<file path="config.mk">
export PLATFORM = sky130hd
export DESIGN_NAME = fetch_unit_flat
export DESIGN_NICKNAME = d
export VERILOG_FILES = /design/src/rtl/fetch_unit_if.sv /design/src/rtl/fetch_unit.sv /design/src/flat_wrapper.sv
export SDC_FILE = /design/constraint.sdc
export NUM_CORES = 1
export LEC_CHECK = 0
export ABC_CLOCK_PERIOD_IN_PS = 4480
export BUFFER_PORTS_ARGS = -buffer_cell sky130_fd_sc_hd__buf_2
export CELL_PAD_IN_SITES_DETAIL_PLACEMENT = 0
export CELL_PAD_IN_SITES_GLOBAL_PLACEMENT = 2
export CORE_MARGIN = 2
export CORE_UTILIZATION = 37
export CTS_BUF_LIST = sky130_fd_sc_hd__clkbuf_4 sky130_fd_sc_hd__clkbuf_8
export CTS_CLUSTER_SIZE = 30
export DETAILED_ROUTE_END_ITERATION = 10
export PLACE_DENSITY_LB_ADDON = 0.1
export SYNTH_ARGS = -nofsm -noshare
export SYNTH_HDL_FRONTEND = slang
export SYNTH_SLANG_ARGS = --single-unit
export TNS_END_PERCENT = 1
</file>
<file path="constraint.sdc">
create_clock -name clk -period 4.48 [get_ports clk]
set_input_delay 0.896 -clock clk [delete_from_list [all_inputs] [get_ports clk]]
set_output_delay 0.896 -clock clk [all_outputs]
set_load 0.005 [all_outputs]
</file>
<file path="src/rtl/fetch_unit_if.sv">
// Fetch-to-memory and fetch-to-decode signal bundle for fetch_unit.
// The master modport is the fetch unit; the slave modport is the memory/decode side.
interface fetch_unit_if #(
  parameter int ADDR_W     = 12,
  parameter int INST_W     = 16,
  parameter int FIFO_DEPTH = 2
);
  localparam int CNT_W = $clog2(FIFO_DEPTH) + 1;

  logic [ADDR_W-1:0] imem_addr;
  logic [INST_W-1:0] imem_inst;
  logic              redirect_valid;
  logic [ADDR_W-1:0] redirect_pc;
  logic              halt;
  logic              id_valid;
  logic              id_ready;
  logic [INST_W-1:0] id_inst;
  logic [ADDR_W-1:0] id_pc;
  logic [CNT_W-1:0]  fifo_count;

  modport master (
    output imem_addr,
    input  imem_inst,
    input  redirect_valid,
    input  redirect_pc,
    input  halt,
    output id_valid,
    input  id_ready,
    output id_inst,
    output id_pc,
    output fifo_count
  );

  modport slave (
    input  imem_addr,
    output imem_inst,
    output redirect_valid,
    output redirect_pc,
    output halt,
    input  id_valid,
    output id_ready,
    input  id_inst,
    input  id_pc,
    input  fifo_count
  );
endinterface

</file>
<file path="src/rtl/fetch_unit.sv">
// Instruction fetch stage: PC, prefetch FIFO of {pc, inst}, redirect/flush and halt.
// Optional macro FETCH_PERF_CNT_EN adds perf_fetched / perf_stall counters.
module fetch_unit #(
  parameter int                ADDR_W     = 12,
  parameter int                INST_W     = 16,
  parameter logic [ADDR_W-1:0] RESET_PC   = 12'h000,
  parameter int                FIFO_DEPTH = 2
) (
  input  logic        clk,
  input  logic        rst_n,
`ifdef FETCH_PERF_CNT_EN
  output logic [15:0] perf_fetched,
  output logic [15:0] perf_stall,
`endif
  fetch_unit_if.master bus
);

  localparam int              PTR_W   = (FIFO_DEPTH > 1) ? $clog2(FIFO_DEPTH) : 1;
  localparam int              CNT_W   = $clog2(FIFO_DEPTH) + 1;
  localparam logic [CNT_W-1:0] DEPTH_C = CNT_W'(FIFO_DEPTH);

  logic [ADDR_W-1:0] r_fetch_pc;
  logic [ADDR_W-1:0] r_pc_mem   [FIFO_DEPTH];
  logic [INST_W-1:0] r_inst_mem [FIFO_DEPTH];
  logic [PTR_W-1:0]  r_wr_ptr;
  logic [PTR_W-1:0]  r_rd_ptr;
  logic [CNT_W-1:0]  r_count;

  logic w_valid;
  logic w_pop;
  logic w_push;

  // Handshake qualifiers; a push into a full FIFO is allowed only alongside a pop
  assign w_valid = (r_count != {CNT_W{1'b0}});
  assign w_pop   = w_valid & bus.id_ready;
  assign w_push  = ~bus.halt & ~bus.redirect_valid & ((r_count < DEPTH_C) | w_pop);

  // Decode sees only FIFO storage, never the memory word directly
  assign bus.imem_addr  = r_fetch_pc;
  assign bus.id_valid   = w_valid;
  assign bus.id_inst    = r_inst_mem[r_rd_ptr];
  assign bus.id_pc      = r_pc_mem[r_rd_ptr];
  assign bus.fifo_count = r_count;

  // PC, pointers and occupancy; redirect flushes and wins over push and halt
  always_ff @(posedge clk) begin
    if (!rst_n) begin
      r_fetch_pc <= RESET_PC;
      r_wr_ptr   <= {PTR_W{1'b0}};
      r_rd_ptr   <= {PTR_W{1'b0}};
      r_count    <= {CNT_W{1'b0}};
    end else if (bus.redirect_valid) begin
      r_fetch_pc <= bus.redirect_pc;
      r_wr_ptr   <= {PTR_W{1'b0}};
      r_rd_ptr   <= {PTR_W{1'b0}};
      r_count    <= {CNT_W{1'b0}};
    end else begin
      if (w_push) begin
        r_fetch_pc <= r_fetch_pc + ADDR_W'(1);
        r_wr_ptr   <= r_wr_ptr + PTR_W'(1);
      end
      if (w_pop) begin
        r_rd_ptr <= r_rd_ptr + PTR_W'(1);
      end
      case ({w_push, w_pop})
        2'b10:   r_count <= r_count + CNT_W'(1);
        2'b01:   r_count <= r_count - CNT_W'(1);
        default: r_count <= r_count;
      endcase
    end
  end

  // FIFO storage; cleared on reset so the head reads zero until the first fetch
  always_ff @(posedge clk) begin
    if (!rst_n) begin
      for (int i = 0; i < FIFO_DEPTH; i++) begin
        r_pc_mem[i]   <= {ADDR_W{1'b0}};
        r_inst_mem[i] <= {INST_W{1'b0}};
      end
    end else if (w_push) begin
      r_pc_mem[r_wr_ptr]   <= r_fetch_pc;
      r_inst_mem[r_wr_ptr] <= bus.imem_inst;
    end else begin
      r_pc_mem[r_wr_ptr]   <= r_pc_mem[r_wr_ptr];
      r_inst_mem[r_wr_ptr] <= r_inst_mem[r_wr_ptr];
    end
  end

`ifdef FETCH_PERF_CNT_EN
  logic [15:0] r_perf_fetched;
  logic [15:0] r_perf_stall;

  // Stall counts cycles that wanted to fetch but found the FIFO full
  always_ff @(posedge clk) begin
    if (!rst_n) begin
      r_perf_fetched <= 16'h0000;
      r_perf_stall   <= 16'h0000;
    end else begin
      if (w_push) begin
        r_perf_fetched <= r_perf_fetched + 16'h0001;
      end
      if (~bus.halt & ~bus.redirect_valid & ~w_push) begin
        r_perf_stall <= r_perf_stall + 16'h0001;
      end
    end
  end

  assign perf_fetched = r_perf_fetched;
  assign perf_stall   = r_perf_stall;
`endif

endmodule

</file>
<file path="src/flat_wrapper.sv">
// flat-port wrapper written by rule: the top's interface ports become plain ports
module fetch_unit_flat 
#(
  parameter int                ADDR_W     = 12,
  parameter int                INST_W     = 16,
  parameter logic [ADDR_W-1:0] RESET_PC   = 12'h000,
  parameter int                FIFO_DEPTH = 2
)
  (clk, rst_n, bus_imem_addr, bus_imem_inst, bus_redirect_valid, bus_redirect_pc, bus_halt, bus_id_valid, bus_id_ready, bus_id_inst, bus_id_pc, bus_fifo_count);
  fetch_unit_if #(.ADDR_W(ADDR_W), .INST_W(INST_W), .FIFO_DEPTH(FIFO_DEPTH)) bus_i ();
  input  logic clk;
  input  logic rst_n;
  output wire logic [$bits(bus_i.imem_addr)-1:0] bus_imem_addr;
  input wire logic [$bits(bus_i.imem_inst)-1:0] bus_imem_inst;
  input wire logic [$bits(bus_i.redirect_valid)-1:0] bus_redirect_valid;
  input wire logic [$bits(bus_i.redirect_pc)-1:0] bus_redirect_pc;
  input wire logic [$bits(bus_i.halt)-1:0] bus_halt;
  output wire logic [$bits(bus_i.id_valid)-1:0] bus_id_valid;
  input wire logic [$bits(bus_i.id_ready)-1:0] bus_id_ready;
  output wire logic [$bits(bus_i.id_inst)-1:0] bus_id_inst;
  output wire logic [$bits(bus_i.id_pc)-1:0] bus_id_pc;
  output wire logic [$bits(bus_i.fifo_count)-1:0] bus_fifo_count;
  assign bus_imem_addr = bus_i.imem_addr;
  assign bus_i.imem_inst = bus_imem_inst;
  assign bus_i.redirect_valid = bus_redirect_valid;
  assign bus_i.redirect_pc = bus_redirect_pc;
  assign bus_i.halt = bus_halt;
  assign bus_id_valid = bus_i.id_valid;
  assign bus_i.id_ready = bus_id_ready;
  assign bus_id_inst = bus_i.id_inst;
  assign bus_id_pc = bus_i.id_pc;
  assign bus_fifo_count = bus_i.fifo_count;
  fetch_unit #(.ADDR_W(ADDR_W), .INST_W(INST_W), .RESET_PC(RESET_PC), .FIFO_DEPTH(FIFO_DEPTH)) u_core (.clk(clk), .rst_n(rst_n), .bus(bus_i));
endmodule
</file>
# Yosys cells after proc, flatten, opt, wreduce, memory -nomap -nowiden
# Memories as Yosys holds them, arrays and structs flattened. A register that Yosys moved wholly into a read port is not among the register bits.
# Index checks and enable logic that the tools add are counted.
# Widths: inputs -> output; s select.
[totals]
inputBits = 33
ram_bits = 56
output_inout_bits = 43
memories = 2
ff_bits = 16
wordCells = 53
[op_classes]
n_eq_ne = 3
addsub = 5
reduce_logical = 7
bitwise = 9
n_mux = 22
n_lt_le_gt_ge = 1
[mem_list]
columns = ["name", "words", "word_bits", "read_ports", "rd_clocked_by_memory_dff", "wr", "line_no", "rtl"]
rows = [
  ["u_core.r_inst_mem", 2, 16, 1, 1, 2, "fetch_unit.sv:24", "logic [INST_W-1:0] r_inst_mem [FIFO_DEPTH];"],
  ["u_core.r_pc_mem", 2, 12, 1, 1, 2, "fetch_unit.sv:23", "logic [ADDR_W-1:0] r_pc_mem [FIFO_DEPTH];"],
]
[ops]
columns = ["operator", "count"]
rows = [
  ["$mux 12", 4],
  ["$mux 16", 2],
  ["$reduce_or 16->1", 1],
  ["$mux 1", 15],
  ["$add 12x1->12 const B", 1],
  ["$reduce_or 12->1", 1],
  ["$reduce_bool 2->1", 3],
  ["$pmux 2 s2", 1],
  ["$and 1x1->1", 3],
  ["$not 1->1", 3],
  ["$or 1x1->1", 3],
  ["$add 1x1->1 const B", 2],
  ["$add 2x1->2 const B", 1],
  ["$eq 2x1->1 const B", 1],
  ["$eq 2x2->1 const B", 1],
  ["$lt 2x2->1 const B", 1],
  ["$reduce_and 2->1", 1],
  ["$reduce_or 2->1", 1],
  ["$sub 2x1->2 const B", 1],
  ["$ne 0x0->1", 1],
]

# Depth between registers and ports, before layout
[depth]
depth_word = 11
depth_mapped = 8
ltp_nobuf = 7

# Worst setup path before layout
# OpenSTA, ideal clock, no wires.
[synth_timing]
path_type = "input port to flip-flop"
from = "input bus_id_ready"
to = "memory u_core.r_inst_mem[0][0] (enable)"
cell_stages = 5
setup_slack_ns = 0.663
setup_ns = 0.452
required_ns = 4.028
path_buffers = 1
t_arrival_ns = 3.365
cell_sequence = "nor2b_4 buf_6 nor2_2 nand2_1 o21ai_0"
[synth_lines]
columns = ["item", "line_no", "rtl"]
rows = [
  ["start: declaration", "flat_wrapper.sv:19", "input wire logic [$bits(bus_i.id_ready)-1:0] bus_id_ready;"],
  ["end: declaration", "fetch_unit.sv:24", ""],
]

==> metrics <==
Total GRT Usage 14.59%; H-tree levels 3; fmax 0.4068 GHz; Syn Area/Cell about 13 sq um; iteration-0 DRC count of the detailed router 67; WL/cell 15.67 um; number of enable flip-flop cells after synthesis 56; Worst Path Required 4440 ps; Multi-input gate area 0.001264 sq mm; slowest stage cell on the critical path o21ai_4; Final nets around 370; Tmin final 2458 ps; Leak 1.634 nW; Clock Latency Late Sink about 340 ps; initial core utilization between 30% and 40%; ys async rst share 0%; DIE HEIGHT just under 100 um; Final Cycle Share between 50% and 60%; Cell Rows 34; Area Growth Syn to Fin 21.84%; Synth warnings 0; CTS resizes 0; GPL Wtd Cong 0.8087; cts hold-fix bufs 0; Root Driver clkbuf_8; CP Max Fanout 28; via count 2,164; Setup-failing EPs final 0; Peak VDD IR 0.1439 mV; DRC errors left 0; Port Buffers 75; Die W 99.09 um; clock sink count 73; Worst Path Arrival 2420 ps; Final Hold Fails 0; Worst R2R Setup Slack 2350 ps; Cells after DPL 428; WS Path Type in2reg; maxcap violations 0; Crit. Startpoint bus_redirect_valid; CORE AREA 0.008763 sq mm; Fin Setup TNS 0 ps; worst path cell trace buf_2 -> inv_2 -> nand2_1 -> o21ai_4; initial antenna violation count 0; global route overflow 0; n_diodes 0; dpl hpwl 4391 um; power density cells ~380 mW/mm^2; r2r startpoint u_core.bus.fifo_count[1]$_SDFFE_PP0P_; Total Wirelength 6958 um; CTS tree done; io pins 76; Largest delay share family, worst path compound AO/OA/AOI/OAI gates; Non-Filler Instances 444; Mapped Nets 288; endpoint class of the critical path flip-flop; Clock Skew 8.514 ps; drt via density 4.874; Seq/Total Area, Yosys 60.43%; fin. max-slew vios 0; Critical Path Stages 4; critical path buffer and inverter count 2; Storage cell area 0.002022 sq mm; largest buffer count on any clock path 2; status completed; relative slew slack around 34%; number of global-route vias before repair 2,181; Num CTS Buffers 9; first-pass GRT wire length 10,930 um; Startpoint Class input pin; R2R depth 4; Post-CTS Repair Setup Buffers 0; DRT antenna net count 0; Netlist cell types 38; share of layout cells above drive strength 1 40.77%; hold crit path type reg2reg; ys flop type edfxtp_1; clk slew on worst S/H paths 80 ps; DRT Pass-1 Iters 4; post-synthesis cell area 0.003346 sq mm; Synth Register Bits 73; die area between 0.009 and 0.01 sq mm; Worst Max-Slew Pin Slew 984.7 ps; Reg-to-Reg End u_core.r_inst_mem[0][7]$_SDFFCE_PN0P_; post-synthesis cell count 253; CP endpoint u_core.r_inst_mem[0][7]$_SDFFCE_PN0P_; fill count about 860; unrepaired setup endpoints after global routing no; CP peak stage delay between 800 and 900 ps; largest net degree at the start of global routing 29
[worst min path at each step]
stage / from / to / depth (start not counted)
final: u_core.r_rd_ptr$_SDFFE_PP0P_ / u_core.r_rd_ptr$_SDFFE_PP0P_ / 2
after global placement: u_core.r_rd_ptr$_SDFFE_PP0P_ / u_core.r_rd_ptr$_SDFFE_PP0P_ / 2
after floorplan: u_core.r_rd_ptr$_SDFFE_PP0P_ / flip-flop / 2
after CTS: u_core.r_rd_ptr$_SDFFE_PP0P_ / u_core.r_rd_ptr$_SDFFE_PP0P_ / 2
after global routing: u_core.r_rd_ptr$_SDFFE_PP0P_ / u_core.r_rd_ptr$_SDFFE_PP0P_ / 2
after detailed placement: u_core.r_rd_ptr$_SDFFE_PP0P_ / u_core.r_rd_ptr$_SDFFE_PP0P_ / 2
[cells in the final DEF (no fill, tap or decap), drive strengths merged]
| cell | count |
|---|---|
| a211oi | 3 |
| a21oi | 6 |
| a311oi | 3 |
| a31o | 1 |
| a31oi | 1 |
| and2 | 57 |
| and3 | 1 |
| and4 | 3 |
| buf | 78 |
| bufinv | 3 |
| clkbuf | 11 |
| clkinv | 2 |
| dfxtp | 17 |
| edfxtp | 56 |
| ha | 2 |
| inv | 4 |
| mux2 | 28 |
| nand2 | 5 |
| nand2b | 2 |
| nand3 | 3 |
| nand4 | 2 |
| nor2 | 9 |
| nor2b | 1 |
| nor3 | 5 |
| nor4 | 4 |
| nor4b | 1 |
| o21ai | 13 |
| o31ai | 1 |
| or2 | 1 |
| or3 | 2 |
| or4 | 1 |
| xnor2 | 9 |
| xor2 | 1 |
[where the power goes]
group	total, mW	internal, mW	switching [mW]
sequential	0.787	0.765	0.0218
clock	0.623	0.383	0.241
combinational	0.125	0.0603	0.0649
[cells by family after synthesis]
family | Yosys count | synth area share [%]
adder cells (fa/ha/maj) | 2 | 0.7478
XOR/XNOR | 10 | 2.618
buffers and inverters | 15 | 2.468
multiplexers | 28 | 9.424
AND/OR/NAND/NOR | 97 | 19.33
flip-flops | 73 | 60.43
AO/OA/AOI/OAI | 28 | 4.974
[sequential cells by signal (all words and copies together) (netlist names), named ones only]
register,cells
u_core.bus.fifo_count,2
u_core.bus.imem_addr,12
u_core.r_inst_mem,32
u_core.r_pc_mem,24
u_core.r_rd_ptr,1
u_core.r_wr_ptr,1
[cell type report]
type | instances | area share [%]
clock buffer | 11 | 3.407
clock inverter | 5 | 2.548
sequential | 73 | 49.60
tap | 108 | 3.315
multi-input combinational | 165 | 31.00
inverter | 4 | 0.3683
timing repair buffer | 78 | 9.761
[synth_stat cells (2+ instances only)]
cell      count  area share [%]
a311oi_1      3            0.79
clkbuf_1      5            0.56
buf_6         3             1.0
nand2_1       4            0.45
and2_1       57              11
nor2_1        8            0.90
mux2_2       28             9.4
or3_1         2            0.37
inv_1         2            0.22
nor4_4        2             1.3
nor4_2        2            0.75
nand4_1       2            0.37
o21ai_0      13             1.9
dfxtp_1      17              10
and4_1        3            0.79
xnor2_1       9             2.4
a211oi_1      3            0.67
nor3_1        4            0.60
edfxtp_1     56              50
nand3_1       3            0.45
ha_1          2            0.75
buf_2         3            0.45
a21oi_1       6            0.90
inv_2         2            0.22
[worst reg2reg max path, stage by stage, from the launching register on]
cell     delay [ps]
dfxtp_1         340
nor2b_4         200
nor2_2          190
nand2_1         190
o21ai_4         820
[through the flow]
stage	total power, mW	utilization [%]	hold WS [ps]	cell area [sq um]	setup slack (ps)
global placement	0.9293	43.75	504.2	3834	1676
floorplan	0.8646	-	481.1	3346	663.3
detailed placement	0.9306	43.75	515.4	3834	1633
CTS	1.555	46.52	533.9	4076	1971
global route	1.598	46.52	568.0	4076	1830
finish	1.535	46.52	529.4	4076	2022
[per-layer routing]
metal	wire [um]	up-vias	global-route usage, %
li1	-	1068	-
met1	3109	1028	17.83
met2	3384	61	25.05
met3	403	7	4.216
met4	61	0	4.426
met5	0	-	0
(Power assumes the default switching activity.)
